**config.mk**
```make
export PLATFORM = sky130hd
export DESIGN_NAME = instruction_queue
export DESIGN_NICKNAME = d
export VERILOG_FILES = /design/src/rtl/gpu_pkg.sv /design/src/rtl/sync_fifo.sv /design/src/rtl/instruction_queue.sv
export SDC_FILE = /design/constraint.sdc
export NUM_CORES = 1
export LEC_CHECK = 0
export ABC_CLOCK_PERIOD_IN_PS = 6900
export CAP_MARGIN = 20
export CELL_PAD_IN_SITES_DETAIL_PLACEMENT = 1
export CELL_PAD_IN_SITES_GLOBAL_PLACEMENT = 1
export CORE_UTILIZATION = 49
export CTS_CLUSTER_SIZE = 24
export DETAILED_ROUTE_END_ITERATION = 10
export PLACE_DENSITY = 0.85
export SKIP_CTS_REPAIR_TIMING = 1
export SLEW_MARGIN = 40
export SYNTH_ARGS = -nofsm -noshare
export SYNTH_HDL_FRONTEND = slang
export SYNTH_HIERARCHICAL = 1
export SYNTH_SLANG_ARGS = --single-unit
export TNS_END_PERCENT = 5
```
**constraint.sdc**
```tcl
create_clock -name i_clk -period 6.9 [get_ports i_clk]
set_clock_uncertainty 0.15 [all_clocks]
set_input_delay 1.38 -clock i_clk [delete_from_list [all_inputs] [get_ports i_clk]]
set_output_delay 1.38 -clock i_clk [all_outputs]
set_load 0.03 [all_outputs]
```
**src/rtl/gpu_pkg.sv**
```systemverilog
// Shared types and opcode field layout for the host instruction queue.
package gpu_pkg;
  localparam int INSTR_W     = 32;
  localparam int OPC_LEN_MSB = 7;
  localparam int OPC_LEN_LSB = 6;

  typedef enum logic [1:0] {IDLE, ARGS, HOLD} asm_state_t;

  // Number of argument bytes that follow an opcode.
  function automatic logic [1:0] opc_nargs(input logic [7:0] opc);
    return opc[OPC_LEN_MSB:OPC_LEN_LSB];
  endfunction
endpackage

```
**src/rtl/sync_fifo.sv**
```systemverilog
// First-word-fall-through FIFO with occupancy count; head reads as zero when empty.
module sync_fifo #(
  parameter int DATA_W = 32,
  parameter int DEPTH  = 4
) (
  input  logic                       clk,
  input  logic                       rst,
  input  logic                       flush,
  input  logic                       push,
  input  logic [DATA_W-1:0]          push_data,
  input  logic                       pop,
  output logic [DATA_W-1:0]          head,
  output logic                       valid,
  output logic                       full,
  output logic [$clog2(DEPTH+1)-1:0] count
);
  localparam int PTR_W = $clog2(DEPTH);
  localparam int CNT_W = $clog2(DEPTH+1);
  localparam logic [CNT_W-1:0] FULL_CNT = CNT_W'(DEPTH);

  logic [DATA_W-1:0] mem [DEPTH];
  logic [PTR_W-1:0]  rd_ptr, wr_ptr;
  logic              do_push, do_pop;

  assign valid   = (count != '0);
  assign full    = (count == FULL_CNT);
  assign do_pop  = pop && valid;
  // A full FIFO still accepts a write when the head leaves in the same cycle.
  assign do_push = push && (!full || do_pop);
  assign head    = valid ? mem[rd_ptr] : '0;

  always_ff @(posedge clk)
    if (do_push && !flush) mem[wr_ptr] <= push_data;

  always_ff @(posedge clk or posedge rst) begin
    if (rst) begin
      rd_ptr <= '0;
      wr_ptr <= '0;
      count  <= '0;
    end else if (flush) begin
      rd_ptr <= '0;
      wr_ptr <= '0;
      count  <= '0;
    end else begin
      if (do_push) wr_ptr <= wr_ptr + 1'b1;
      if (do_pop)  rd_ptr <= rd_ptr + 1'b1;
      case ({do_push, do_pop})
        2'b10:   count <= count + 1'b1;
        2'b01:   count <= count - 1'b1;
        default: count <= count;
      endcase
    end
  end
endmodule

```
**src/rtl/instruction_queue.sv**
```systemverilog
// Assembles byte-serial host writes into variable-length instructions and
// queues them for the command decoder.
module instruction_queue #(
  parameter int DATA_W      = 8,
  parameter int INSTR_W     = gpu_pkg::INSTR_W,
  parameter int DEPTH       = 4,
  parameter int SYNC_STAGES = 2
) (
  input  logic                       i_clk,
  input  logic                       i_reset,
  input  logic                       i_we,
  input  logic                       i_en,
  input  logic [DATA_W-1:0]          i_data,
  output logic                       o_ack,
  input  logic                       i_flush,
  input  logic                       i_clr_ovf,
  output logic [INSTR_W-1:0]         o_instruction,
  output logic                       o_valid,
  input  logic                       i_ready,
  output logic [$clog2(DEPTH+1)-1:0] o_count,
  output logic                       o_full,
  output logic                       o_overflow
);
  import gpu_pkg::*;

  logic strb, strb_s, strb_q, byte_ev;

  assign strb = !i_we && !i_en;

  generate
    if (SYNC_STAGES == 0) begin : g_nosync
      assign strb_s = strb;
    end else begin : g_sync
      logic [SYNC_STAGES-1:0] sync;
      always_ff @(posedge i_clk or posedge i_reset) begin
        if (i_reset) sync <= '0;
        else begin
          sync[0] <= strb;
          for (int i = 1; i < SYNC_STAGES; i++) sync[i] <= sync[i-1];
        end
      end
      assign strb_s = sync[SYNC_STAGES-1];
    end
  endgenerate

  // One event per strobe: the rising edge of the synchronised level.
  assign byte_ev = strb_s && !strb_q;

  asm_state_t         state, state_n;
  logic [INSTR_W-1:0] word, word_n, push_data;
  logic [1:0]         rem, rem_n, slot;
  logic               ack_n, ovf_set, push, pop, space, fifo_valid, fifo_full;

  assign pop   = fifo_valid && i_ready;
  assign space = !fifo_full || pop;

  always_comb begin
    state_n   = state;
    word_n    = word;
    rem_n     = rem;
    slot      = '0;
    ack_n     = 1'b0;
    ovf_set   = 1'b0;
    push      = 1'b0;
    push_data = word;
    if (i_flush) begin
      state_n = IDLE;
    end else begin
      case (state)
        IDLE: if (byte_ev) begin
          ack_n                = 1'b1;
          word_n               = '0;
          word_n[DATA_W-1:0]   = i_data;
          if (opc_nargs(i_data) == 2'd0) begin
            push_data = word_n;
            if (space) push = 1'b1;
            else       state_n = HOLD;
          end else begin
            rem_n   = opc_nargs(i_data);
            state_n = ARGS;
          end
        end
        ARGS: if (byte_ev) begin
          ack_n  = 1'b1;
          slot   = opc_nargs(word[7:0]) - rem + 2'd1;
          word_n[slot*DATA_W +: DATA_W] = i_data;
          rem_n  = rem - 2'd1;
          if (rem == 2'd1) begin
            push_data = word_n;
            if (space) begin
              push    = 1'b1;
              state_n = IDLE;
            end else begin
              state_n = HOLD;
            end
          end
        end
        HOLD: begin
          // The assembler is busy with a completed word; new bytes are lost.
          ovf_set = byte_ev;
          if (space) begin
            push    = 1'b1;
            state_n = IDLE;
          end
        end
        default: state_n = IDLE;
      endcase
    end
  end

  always_ff @(posedge i_clk or posedge i_reset) begin
    if (i_reset) begin
      state      <= IDLE;
      word       <= '0;
      rem        <= '0;
      strb_q     <= 1'b0;
      o_ack      <= 1'b0;
      o_overflow <= 1'b0;
    end else begin
      state  <= state_n;
      word   <= word_n;
      rem    <= rem_n;
      strb_q <= strb_s;
      o_ack  <= ack_n;
      if (ovf_set)        o_overflow <= 1'b1;
      else if (i_clr_ovf) o_overflow <= 1'b0;
    end
  end

  sync_fifo #(.DATA_W(INSTR_W), .DEPTH(DEPTH)) u_fifo (
    .clk       (i_clk),
    .rst       (i_reset),
    .flush     (i_flush),
    .push      (push),
    .push_data (push_data),
    .pop       (pop),
    .head      (o_instruction),
    .valid     (fifo_valid),
    .full      (fifo_full),
    .count     (o_count)
  );

  assign o_valid = fifo_valid;
  assign o_full  = fifo_full;
endmodule
```
==> flow_summary.yaml <==
worst_setup_path:
  reg2reg_to: "u_fifo/count[2]"
  cp_num_buf_inv: 1
  r2r-start: "state[0]"
  critical_path_arrival_ns: 5.28
  start_kind: "primary input"
  crit_family: "simple AND/OR/NAND/NOR gates"
  path_depth: 10
  worstPathMaxFanout: 10
  rrSetupSlack_ns: 2.78
  cp_cell_sequence: "clkdlybuf4s50_1 -> nor4b_1 -> o21ai_0 -> a21oi_1 -> a21boi_1 -> nand2b_1 -> nor2_1 -> fa_1 -> or4_1 -> a31oi_1"
  required_ns: 7.10
  worst_setup_path_end_kind: "flip-flop"
  cpPeakStageDelay_ns: 0.64
  critPathLaunch: "i_data[7]"
  crit_type: "primary input to flip-flop"
  cp_slowest_cell: "a21boi_1"
  reg2reg_depth: 9
logic_synthesis:
  synth_area_um2: 8055
  synth_area_per_cell_um2: 14.38
  synth_nets: 585
  synth_mux_area_share_pct: 9.258
  ys_ff_latch: 176
  ys_top_cells_by_area: "edfxtp_1 (48%), dfrtp_1 (15%), mux4_2 (8.9%)"
  synth_most_common_cell: "edfxtp_1"
  ys_top_cells_by_count: "edfxtp_1 (128), dfrtp_1 (48), nor2b_1 (46)"
  synth_top_family_by_area: "compound AO/OA/AOI/OAI gates"
  synthSimpleGateAreaFrac_pct: 10.10
  yosys.area_share.adder_pct: 1.646
  synth-compound-area-share_pct: 12.10
  ys.flop_type: "edfxtp_1"
  ys_seq_area_share_pct: 62.63
  yosys_warnings: 6
  synth_top_area_share_pct: 47.72
  yosysUniqueCellTypes: 64
  yosysTopAreaCell: "edfxtp_1"
  synth_edf_count: 128
  netlist_instances: 560
  synth_xor_xnor_area_share_pct: 0.7456
  ys_async_sr_fraction_pct: 27.27
power_and_ir_drop:
  p_switching_uw: 702.0
  pwr-share-clk_pct: 39.3
  leakage_uw: 0.003284
  swShare_pct: 27.15
  powerDensity_nw_per_um2: 275.4
  peakVddDrop_uv: 277.8
  power_frac_comb_pct: 14.8
  p_int_uw: 1883
  power_frac_seq_pct: 45.9
placement:
  place_hpwl_um: 13090
  routabilityCongestion: 0.8640
  io_buffer_count: 53
die:
  die_y_um: 130.2
  ios: 54
  core_um2: 15940
  initial_core_util_pct: 50.53
  rows: 46
  dieArea_um2: 16960
  die_w_um: 130.2
sta:
  post-route-period-util_pct: 73.67
  hold_viol: 0
  drv_slew: 0
  fin_setup_tns_ns: 0
  min_period_ns: 5.083
  rsz0062_at_grt: "no"
  max_freq_ghz: 0.1967
  relSlewSlack_pct: 43.85
  worst_pin_slew_ns: 0.8422
  setup_viol: 0
  hold_ws_ns: 0.2129
grt:
  grt_usage_pct: 26.62
  antenna_found_initial: 0
  first_global_vias: 5417
  overflow: 0
  grt_pass1_wl_um: 32090
  grt_max_degree: 42
cts:
  cts_made_buffers: 17
  htree_levels: 4
  cts.clk_slew.worst_paths_ns: 0.07
  clk_latency_ns: 0.43
  root_buffer: "clkbuf_16"
  cts_num_sinks: 176
  cts_tree: "yes"
  clk_path_buf_depth: 2
final_layout:
  final_layout_size_suffix_gt1_share_pct: 16.50
  diodes: 0
  nets: 631
  post-route-util_pct: 58.88
  multiInputGateArea_um2: 2755
  seq_area_um2: 5046
  fill_cells: 1528
  syn_to_final_growth_pct: 16.54
job:
  max-cap-violations: 0
drt:
  dr.pass1.iters: 4
  ant_nets: 0
  route.detailed.drc: 0
  detail_route.wl_per_cell_um: 24.96
  wirelength_um: 20820
  vias: 5120
  drt_iter0_drc: 444
  avgViaCountPerCell: 6.139
min_path:
  hold_end: "g_sync.sync[1]"
  min_from: "g_sync.sync[0]"
  min_path_type: "flip-flop to flip-flop"
  holdPathStages: 0
outcome:
  status: "finished clean"
[metrics by stage]
step | worst slack, ns | power (uW) | instances | instance area (um^2)
floorplan | 1.121 | 1462 | 560 | 8055
global placement | 1.548 | 1550 | 803 | 8770
detailed placement | 1.479 | 1574 | 803 | 8770
CTS | 1.880 | 2590 | 834 | 9385
global route | 1.620 | 2657 | 834 | 9388
finish | 1.817 | 2585 | 834 | 9388
[worst reg2reg max path, cell delays in order, from the launching register on]
cell,delay (ns)
dfrtp_1,0.59
nand2b_1,0.25
or2_2,0.45
a21oi_1,0.34
a21boi_1,0.65
nand2b_1,0.29
nor2_1,0.10
fa_1,0.47
or4_1,0.57
a31oi_1,0.19
[placed cells by master (no fill, tap or decap), types with 10 or more instances in the layout]
cell type,netlist,layout
a21oi_1,33,33
a22o_1,37,37
buf_4,8,10
clkbuf_16,0,17
clkdlybuf4s50_1,0,53
dfrtp_1,48,47
edfxtp_1,128,128
inv_1,21,21
mux4_2,32,32
nand2_1,28,28
nor2_1,27,26
nor2b_1,46,46
o21ai_0,10,10
[cell type report]
class | instances | share of cell area (%)
Inverter | 22 | 1.013
Multi-Input combinational cell | 326 | 29.35
Clock inverter | 14 | 2.026
Clock buffer | 17 | 4.532
Sequential cell | 176 | 53.75
Tap cell | 216 | 2.879
Timing Repair Buffer | 63 | 6.451
[flip-flops by register name (all words and copies together) (netlist names)]
name / cells
u_fifo/wr_ptr: 2
state: 2
u_fifo/count: 3
word: 32
o_ack: 1
o_overflow: 1
rem: 2
u_fifo/rd_ptr: 2
u_fifo/mem: 128
strb_q: 1
g_sync.sync: 2
[metal layers]
| layer | wire length [um] | part of all wire (%) | vias up | GRT usage (%) |
|---|---|---|---|---|
| li1 | - | - | 2233 | - |
| met5 | 0 | 0 | - | 0 |
| met2 | 10280 | 49 | 179 | 42.83 |
| met1 | 8957 | 43 | 2672 | 36.17 |
| met3 | 1122 | 5.4 | 36 | 5.248 |
| met4 | 454 | 2.2 | 0 | 9.713 |
[cells by family after synthesis]
kind of cell | count (synthesis)
DFF | 176
AOI/OAI and AO/OA | 131
muxes | 34
and+or+nand+nor | 146
buffers and inverters | 58
adders and majority gates | 10
xor gates and xnor gates | 5
[power groups by stage]
stage | combinational [uW] | clock, uW | sequential, uW
after detailed placement | 367 | 0 | 1210
after global placement | 346 | 0 | 1200
final | 382 | 1020 | 1190
after global routing | 408 | 1060 | 1190
after floorplan | 261 | 0 | 1200
after CTS | 375 | 1030 | 1190
[worst max-delay path by stage]
stage / slack, ns / end
final: 1.82 / u_fifo/count[2]
after floorplan: 1.12 / u_fifo/mem[0][0]
after CTS: 1.88 / u_fifo/count[2]
after detailed placement: 1.48 / u_fifo/mem[2][21]
after global routing: 1.62 / u_fifo/mem[2][20]
after global placement: 1.55 / u_fifo/mem[0][21]
Power figures use the tool's default switching activity.
